`src/rtl/muldiv_unit_if.sv`:
```
// rtl/muldiv_unit_if.sv - request, move-to and result signals of the multiply/divide unit
interface muldiv_unit_if;
    logic        start;
    logic [1:0]  op;
    logic [31:0] operand_a;
    logic [31:0] operand_b;
    logic        mt_hi;
    logic        mt_lo;
    logic [31:0] write_data;
    logic        busy;
    logic        done;
    logic        div_by_zero;
    logic [31:0] hi;
    logic [31:0] lo;

    modport master (
        output start, op, operand_a, operand_b, mt_hi, mt_lo, write_data,
        input  busy, done, div_by_zero, hi, lo
    );

    modport slave (
        input  start, op, operand_a, operand_b, mt_hi, mt_lo, write_data,
        output busy, done, div_by_zero, hi, lo
    );
endinterface

```
`src/rtl/muldiv_unit.sv`:
```
// rtl/muldiv_unit.sv - iterative 32-bit MULT/MULTU/DIV/DIVU unit with HI/LO registers
module muldiv_unit (
    input  logic         clk,
    input  logic         rst,
    muldiv_unit_if.slave bus
);
    localparam logic [1:0] IDLE = 2'd0;
    localparam logic [1:0] RUN  = 2'd1;
    localparam logic [1:0] FIX  = 2'd2;

    logic [1:0]  state;
    logic [5:0]  cnt;
    logic [1:0]  op_q;
    logic        neg_a;
    logic        neg_b;
    logic        b_zero;
    // Multiplicand for multiply, divisor for divide; both held as magnitudes.
    logic [31:0] other;
    // p_hi: partial product high / running remainder.
    // p_lo: multiplier being shifted out / dividend shifted out while quotient shifts in.
    logic [31:0] p_hi;
    logic [31:0] p_lo;

    logic        is_div;
    logic        res_neg;
    logic [31:0] in_mag_a;
    logic [31:0] in_mag_b;
    logic [32:0] mul_sum;
    logic [32:0] div_shift;
    logic [32:0] div_diff;
    logic        div_ge;
    logic [63:0] prod_neg;
    logic [31:0] fix_hi;
    logic [31:0] fix_lo;

    assign is_div   = op_q[1];
    assign res_neg  = neg_a ^ neg_b;
    assign bus.busy = (state != IDLE);

    // Operand magnitudes; signs only matter for the signed ops (op[0] = 1).
    assign in_mag_a = (bus.op[0] && bus.operand_a[31]) ? 32'd0 - bus.operand_a : bus.operand_a;
    assign in_mag_b = (bus.op[0] && bus.operand_b[31]) ? 32'd0 - bus.operand_b : bus.operand_b;

    // One iteration of shift-add and restoring shift-subtract, plus sign correction for FIX.
    always_comb begin
        mul_sum   = {1'b0, p_hi} + (p_lo[0] ? {1'b0, other} : 33'd0);
        div_shift = {p_hi, p_lo[31]};
        div_diff  = div_shift - {1'b0, other};
        div_ge    = (div_shift >= {1'b0, other});
        prod_neg  = 64'd0 - {p_hi, p_lo};
        if (is_div) begin
            // Divide by zero leaves the dividend magnitude in p_hi, so the usual
            // remainder sign fix restores OperandA; only the quotient is forced.
            fix_hi = neg_a ? 32'd0 - p_hi : p_hi;
            fix_lo = b_zero ? 32'hFFFF_FFFF : (res_neg ? 32'd0 - p_lo : p_lo);
        end else begin
            fix_hi = res_neg ? prod_neg[63:32] : p_hi;
            fix_lo = res_neg ? prod_neg[31:0]  : p_lo;
        end
    end

    // Control FSM, iteration datapath and HI/LO registers.
    always_ff @(posedge clk) begin
        if (rst) begin
            state           <= IDLE;
            cnt             <= 6'd0;
            op_q            <= 2'd0;
            neg_a           <= 1'b0;
            neg_b           <= 1'b0;
            b_zero          <= 1'b0;
            other           <= 32'd0;
            p_hi            <= 32'd0;
            p_lo            <= 32'd0;
            bus.hi          <= 32'd0;
            bus.lo          <= 32'd0;
            bus.done        <= 1'b0;
            bus.div_by_zero <= 1'b0;
        end else begin
            bus.done        <= 1'b0;
            bus.div_by_zero <= 1'b0;
            case (state)
                IDLE: begin
                    if (bus.start) begin
                        // Start wins over any simultaneous move to HI/LO.
                        op_q   <= bus.op;
                        neg_a  <= bus.op[0] & bus.operand_a[31];
                        neg_b  <= bus.op[0] & bus.operand_b[31];
                        b_zero <= (bus.operand_b == 32'd0);
                        other  <= bus.op[1] ? in_mag_b : in_mag_a;
                        p_lo   <= bus.op[1] ? in_mag_a : in_mag_b;
                        p_hi   <= 32'd0;
                        cnt    <= 6'd0;
                        state  <= RUN;
                    end else begin
                        if (bus.mt_hi) bus.hi <= bus.write_data;
                        if (bus.mt_lo) bus.lo <= bus.write_data;
                    end
                end
                RUN: begin
                    if (is_div) begin
                        p_hi <= div_ge ? div_diff[31:0] : div_shift[31:0];
                        p_lo <= {p_lo[30:0], div_ge};
                    end else begin
                        p_hi <= mul_sum[32:1];
                        p_lo <= {mul_sum[0], p_lo[31:1]};
                    end
                    cnt <= cnt + 6'd1;
                    if (cnt == 6'd31) state <= FIX;
                end
                FIX: begin
                    bus.hi          <= fix_hi;
                    bus.lo          <= fix_lo;
                    bus.done        <= 1'b1;
                    bus.div_by_zero <= is_div & b_zero;
                    state           <= IDLE;
                end
                default: state <= IDLE;
            endcase
        end
    end
endmodule

```
`src/flat_wrapper.sv`:
```
// flat-port wrapper written by rule: the top's interface ports become plain ports
module muldiv_unit_flat 
  (clk, rst, bus_start, bus_op, bus_operand_a, bus_operand_b, bus_mt_hi, bus_mt_lo, bus_write_data, bus_busy, bus_done, bus_div_by_zero, bus_hi, bus_lo);
  muldiv_unit_if bus_i ();
  input  logic clk;
  input  logic rst;
  input wire logic [$bits(bus_i.start)-1:0] bus_start;
  input wire logic [$bits(bus_i.op)-1:0] bus_op;
  input wire logic [$bits(bus_i.operand_a)-1:0] bus_operand_a;
  input wire logic [$bits(bus_i.operand_b)-1:0] bus_operand_b;
  input wire logic [$bits(bus_i.mt_hi)-1:0] bus_mt_hi;
  input wire logic [$bits(bus_i.mt_lo)-1:0] bus_mt_lo;
  input wire logic [$bits(bus_i.write_data)-1:0] bus_write_data;
  output wire logic [$bits(bus_i.busy)-1:0] bus_busy;
  output wire logic [$bits(bus_i.done)-1:0] bus_done;
  output wire logic [$bits(bus_i.div_by_zero)-1:0] bus_div_by_zero;
  output wire logic [$bits(bus_i.hi)-1:0] bus_hi;
  output wire logic [$bits(bus_i.lo)-1:0] bus_lo;
  assign bus_i.start = bus_start;
  assign bus_i.op = bus_op;
  assign bus_i.operand_a = bus_operand_a;
  assign bus_i.operand_b = bus_operand_b;
  assign bus_i.mt_hi = bus_mt_hi;
  assign bus_i.mt_lo = bus_mt_lo;
  assign bus_i.write_data = bus_write_data;
  assign bus_busy = bus_i.busy;
  assign bus_done = bus_i.done;
  assign bus_div_by_zero = bus_i.div_by_zero;
  assign bus_hi = bus_i.hi;
  assign bus_lo = bus_i.lo;
  muldiv_unit u_core (.clk(clk), .rst(rst), .bus(bus_i));
endmodule
```
`config.mk`:
```
export PLATFORM = sky130hd
export DESIGN_NAME = muldiv_unit_flat
export DESIGN_NICKNAME = d
export VERILOG_FILES = /design/src/rtl/muldiv_unit_if.sv /design/src/rtl/muldiv_unit.sv /design/src/flat_wrapper.sv
export SDC_FILE = /design/constraint.sdc
export NUM_CORES = 1
export LEC_CHECK = 0
export ABC_AREA = 1
export BUFFER_PORTS_ARGS = -buffer_cell sky130_fd_sc_hd__buf_4
export CAP_MARGIN = 20
export CELL_PAD_IN_SITES_DETAIL_PLACEMENT = 1
export CELL_PAD_IN_SITES_GLOBAL_PLACEMENT = 1
export CORE_MARGIN = 3
export CORE_UTILIZATION = 45
export DETAILED_ROUTE_END_ITERATION = 8
export PLACE_DENSITY_LB_ADDON = 0.12
export SETUP_SLACK_MARGIN = 0.2
export SYNTH_ARGS = -nofsm -noshare
export SYNTH_HDL_FRONTEND = slang
export SYNTH_SLANG_ARGS = --single-unit
```
`constraint.sdc`:
```
create_clock -name clk -period 4.29 [get_ports clk]
set_clock_uncertainty 0.1 [all_clocks]
set_input_delay 1.0725 -clock clk [delete_from_list [all_inputs] [get_ports clk]]
set_output_delay 1.0725 -clock clk [all_outputs]
set_load 0.01 [all_outputs]
```
# Yosys cells after proc, flatten, opt, wreduce, memory -nomap -nowiden
# Cells that the tools add are included.
# word_totals
register_bits	175
wordCells	79
out_inout_bits	67
# op_classes
magnitude_cmp	1
add_sub_neg	8
n_reduce_logical	13
n_bitwise	5
mux	31
eq_ne	8
# ops
operator	n
2-to-1 mux 32 bit	21
case mux 32 bit (2 select lines)	4
subtractor 1 x 32 -> 32 bit (first input constant)	4
subtractor 1 x 64 -> 64 bit (first input constant)	1
adder 32 x 32 -> 33 bit	1
>= comparator 33 x 32 -> 1 bit	1
zero test 32 bit	1
subtractor 32 bit	1
case mux 6 bit (2 select lines)	1
!= test 2 bit (second input constant)	4
adder 6 x 1 -> 6 bit (second input constant)	1
== test 6 x 5 -> 1 bit (second input constant)	1
2-to-1 mux 6 bit	1
AND reduction 2 bit	3
AND reduction 3 bit	2
nonzero test 2 bit	3
2-to-1 mux 2 bit	2
case mux 2 bit (2 select lines)	1
AND 1 bit	3
== test 2 x 1 -> 1 bit (second input constant)	1
== test 2 bit (second input constant)	1
logical AND 1 bit	2
zero test 2 bit	1
!= test 2 x 1 -> 1 bit (second input constant)	1
4 further kinds	4

# Longest topological paths before layout
# depth
depth_word	5
depth_mapped	21

# Least setup slack after synthesis
# Ideal clock, no wire load.
# synth_timing
kind	input -> register
startpoint	input bus_operand_a[1]
endpoint	register u_core.p_lo[16]
slack_ns	1.631
stages	12
t_required_ns	4.120
arrival_time_ns	2.489
path_buffers	0
cell_sequence	inv_1 -> ha_1 -> nand3_1 -> nor2_1 -> nand2_1 -> o21ai_0 -> o21ai_0 -> xor2_1 -> nand2_1 -> nand2_1 -> nand2_1 -> a21oi_1
# synth_via
elab_chain_cells	5
# synth_lines
item	line_no	text
start: declaration	flat_wrapper.sv:9	input wire logic [$bits(bus_i.operand_a)-1:0] bus_operand_a;
subtractor 1 x 32 -> 32 bit	muldiv_unit.sv:41	assign in_mag_a = (bus.op[0] && bus.operand_a[31]) ? 32'd0 - bus.operand_a : bus.operand_a;
2-to-1 mux 32 bit	muldiv_unit.sv:41	
2-to-1 mux 32 bit	muldiv_unit.sv:90	p_lo <= bus.op[1] ? in_mag_a : in_mag_b;
2-to-1 mux 32 bit	muldiv_unit.sv:83	if (bus.start) begin
case mux 32 bit (2 select lines)	muldiv_unit.sv:81	case (state)
end signal: assignment	muldiv_unit.sv:90	
end signal: assignment	muldiv_unit.sv:102	p_lo <= {p_lo[30:0], div_ge};
end signal: assignment	muldiv_unit.sv:105	p_lo <= {mul_sum[0], p_lo[31:1]};
end: declaration	muldiv_unit.sv:22	logic [31:0] p_lo;
# No other way between the ends. The select of a mux whose other input is x is not followed.
# A chain may end at the register's enable or synchronous reset.

# Worst setup path after layout
# layout_timing
startpoint	register u_core.p_lo[0]
endpoint	register u_core.p_hi[9]
# layout_via
elab_chain_cells	4
# layout_lines
item	line_no	text
2-to-1 mux 32 bit	muldiv_unit.sv:46	mul_sum = {1'b0, p_hi} + (p_lo[0] ? {1'b0, other} : 33'd0);
adder 32 x 32 -> 33 bit	muldiv_unit.sv:46	
2-to-1 mux 32 bit	muldiv_unit.sv:100	if (is_div) begin
case mux 32 bit (2 select lines)	muldiv_unit.sv:81	
end signal: assignment	muldiv_unit.sv:101	p_hi <= div_ge ? div_diff[31:0] : div_shift[31:0];
end signal: assignment	muldiv_unit.sv:104	p_hi <= mul_sum[32:1];
end: declaration	muldiv_unit.sv:21	logic [31:0] p_hi;
# No other way between the ends.

==> flow_metrics.py <==
metrics = {
    "status": {
        "status": "finished clean",
    },
    "drt": {
        "dr.first_iter.drc_count": 2744,
        "dr.pass1.iters": 5,
        "wire_per_inst_um": 24.2,
        "vias": 23700,
        "drt.antenna.violating_nets": 0,
        "routed_wl_um": 94200,
        "vias_per_cell": 6.08,
        "drc_errors": 0,
    },
    "pwr": {
        "p_leak_nw": 10.4,
        "intPower_mw": 3.43,
        "p_total_mw": 6.31,
        "p_sw_mw": 2.88,
        "ir_drop_mv": 0.291,
        "power_density_nw_per_um2": 311,
        "seq_power_share": 0.300,
        "comb_power_share": 0.442,
        "p_clk_frac": 0.259,
        "p_sw_frac": 0.457,
    },
    "critical_path": {
        "timing.critical_path.from_type": "register",
        "end_kind": "register",
        "critical_path_peak_fanout": 19,
        "cpPeakStageDelay_ns": 0.69,
        "r2r_cells": 16,
        "rr_startpoint": "u_core.p_lo[0]$_SDFFE_PP0P_",
        "rrSetupSlack_ns": 0.85,
        "worstSetupPathType": "register to register",
        "crit_path_cell_trace": "buf_4 -> nand2_1 -> inv_1 -> ha_1 -> nand2_1 -> inv_1 -> nand2_1 -> nand2_1 -> inv_1 -> nand2_1 -> nand2_1 -> inv_1 -> o21ai_0 -> nand2_1 -> nand3b_1 -> a21oi_1",
        "crit_slowest_cell": "dfxtp_1",
        "worstPathArrival_ns": 3.74,
        "required_ns": 4.59,
        "cp_common_cell": "nand2_1",
        "r2r_end": "u_core.p_hi[9]$_SDFFE_PP0P_",
    },
    "floorplan": {
        "die-area_um2": 42100,
        "die_width_um": 205,
        "fp-row-count": 72,
        "io_pins": 170,
        "die_h_um": 205,
        "initial_utilization": 0.458,
        "coreArea_um2": 38900,
    },
    "grt": {
        "grt_use_met2": 0.674,
        "antenna_found_initial": 5,
        "met1_usage": 0.555,
        "grt_pass1_vias": 23400,
        "track_usage": 0.434,
        "overflow": 0,
        "grt_pass1_wl_um": 140000,
        "grt_max_degree": 56,
        "met3_usage": 0.110,
        "busiest_layer": "met2",
    },
    "clock_network": {
        "cts_tree": "done",
        "cts_buffers": 17,
        "clockBufferDepth": 2,
        "ctsHoldBuffers": 0,
        "cts_resized": 0,
        "cts-root-buf": "clkbuf_16",
        "clk_pin_slew_ns": 0.07,
        "clock-sinks": 174,
        "htree_levels": 4,
        "insertion_delay_ns": 0.47,
        "post_cts_buffers": 0,
    },
    "cells_and_area": {
        "area_growth_pct": 13.7,
        "final_cell_mix": "nand2_1, inv_1, nor2_1, nand3_1, o21ai_0",
        "fin_cells": 3892,
        "final_common_cell": "nand2_1",
        "fin_nets": 3535,
        "fin_util": 0.521,
        "drive_gt1_frac": 0.0886,
    },
    "placement": {
        "hpwl_um": 75000,
        "port_buffers": 169,
        "finalWeightedCongestion": 1.07,
        "placed_cells": 3860,
    },
    "yosys": {
        "ys_seq_elements": 174,
        "synth_area_leaders": "nand2_1, dfxtp_1, inv_1, nand3_1, o21ai_0",
        "ys_types": 49,
        "avgSynthCellArea_um2": 5.51,
        "ys_seq_area_frac": 0.195,
        "async_flop_share": 0,
        "synth_flop_cell": "dfxtp_1",
        "synth_top_area_share": 0.218,
        "syn_area_um2": 17800,
        "syn_inst": 3239,
        "synth_warnings": 0,
        "yosys.area.top_type": "nand2_1",
        "synth_edf_count": 0,
        "synthesis.nets": 3413,
    },
    "sta": {
        "final.setup.tns_ns": 0,
        "drv_slew": 0,
        "setup_viol": 0,
        "fmax_mhz": 291,
        "finalCritPeriodShare": 0.802,
        "worstMarginPinSlew_ns": 0.918,
        "rsz0062_at_grt": "false",
        "relSlewSlack": 0.387,
        "finalHoldViolCount": 0,
        "min_period_ns": 3.44,
    },
    "flow_run": {
        "max_cap_violations": 0,
    },
    "worst_hold_path": {
        "min_path_cells": 2,
        "hp-class": "register to register",
        "whs_endpoint": "u_core.b_zero$_SDFFE_PP0P_",
        "worstHoldStart": "u_core.b_zero$_SDFFE_PP0P_",
    },
}
[per-layer routing]
| layer | routed length, µm | vias to the layer above |
|---|---|---|
| met5 | 26 | - |
| li1 | - | 10700 |
| met1 | 37700 | 11200 |
| met2 | 40300 | 1414 |
| met3 | 10500 | 357 |
| met4 | 5740 | 4 |
[worst max path at each step]
stage                           startpoint                      endpoint  slack, ns  depth (start not counted)
2_1_floorplan             bus_operand_a[1]  u_core.p_lo[16]$_SDFFE_PP0P_       1.63                         12
3_3_place_gp                     bus_op[0]   u_core.p_lo[6]$_SDFFE_PP0P_       0.85                         10
3_5_place_dp                     bus_op[0]   u_core.p_lo[6]$_SDFFE_PP0P_       0.77                         10
4_1_cts        u_core.p_lo[0]$_SDFFE_PP0P_  u_core.p_hi[28]$_SDFFE_PP0P_       0.98                         17
5_1_grt        u_core.p_lo[0]$_SDFFE_PP0P_   u_core.p_hi[9]$_SDFFE_PP0P_       0.59                         16
6_report       u_core.p_lo[0]$_SDFFE_PP0P_   u_core.p_hi[9]$_SDFFE_PP0P_       0.85                         16
[synthesized netlist by cell type (32+ instances only)]
master and number:
nand3_1 273, inv_1 454, xor2_1 65, a21oi_1 202, clkbuf_1 93, o21ai_0 258
nand4_1 35, nand3b_1 32, nor2_1 279, nand2_1 1035, dfxtp_1 174, ha_1 69
nor3_1 37, a31oi_1 36
[cell families after synthesis]
kind of cell    Yosys count  share of synthesized area
flops                   174                      0.195
xor+xnor                 87                     0.0427
simple gates           1740                      0.410
fa+ha+maj                71                     0.0506
buf+inv                 583                      0.126
compound gates          584                      0.176
[worst max-delay path, delay by kind of cell (launching register included)]
family / cells / cell delay (ns)
buffers and inverters: 5 / 0.66
AOI/OAI and AO/OA: 2 / 0.60
adders and majority gates: 1 / 0.32
and+or+nand+nor: 8 / 1.00
DFF: 1 / 0.69
[through the flow]
step	hold WS, ns	setup WS [ns]	area (µm²)
finish	0.379	0.850	20300
global route	0.416	0.588	20300
CTS	0.376	0.978	20300
detailed placement	0.366	0.769	19700
global placement	0.351	0.850	19700
floorplan	0.337	1.63	17800
[final cells by class]
cell class                      instances  area (µm²)
Antenna cell                            1        2.50
Timing Repair Buffer                  223        1700
Clock inverter                         11         131
Clock buffer                           20         447
Inverter                              463        1740
Sequential cell                       174        3480
Tap cell                              518         648
Fill cell                            5772       18600
Multi-Input combinational cell       2482       12100
[sequential cells by signal, summed over array words and instances (netlist names)]
name	count
u_core.b_zero	1
u_core.state	2
u_core.other	32
u_core.bus.done	1
u_core.neg_b	1
u_core.neg_a	1
u_core.bus.lo	32
u_core.bus.hi	32
u_core.cnt	6
u_core.p_lo	32
u_core.bus.div_by_zero	1
u_core.p_hi	32
u_core.op_q	1
[power groups by stage]
stage / registers (mW) / clock network (mW) / logic, mW
2_1_floorplan: 1.86 / 0 / 1.69
3_3_place_gp: 1.90 / 0 / 2.57
3_5_place_dp: 1.91 / 0 / 2.65
4_1_cts: 1.87 / 1.62 / 2.68
5_1_grt: 1.89 / 1.69 / 3.00
6_report: 1.89 / 1.63 / 2.79
No activity file was read; power rests on OpenSTA's default activity.
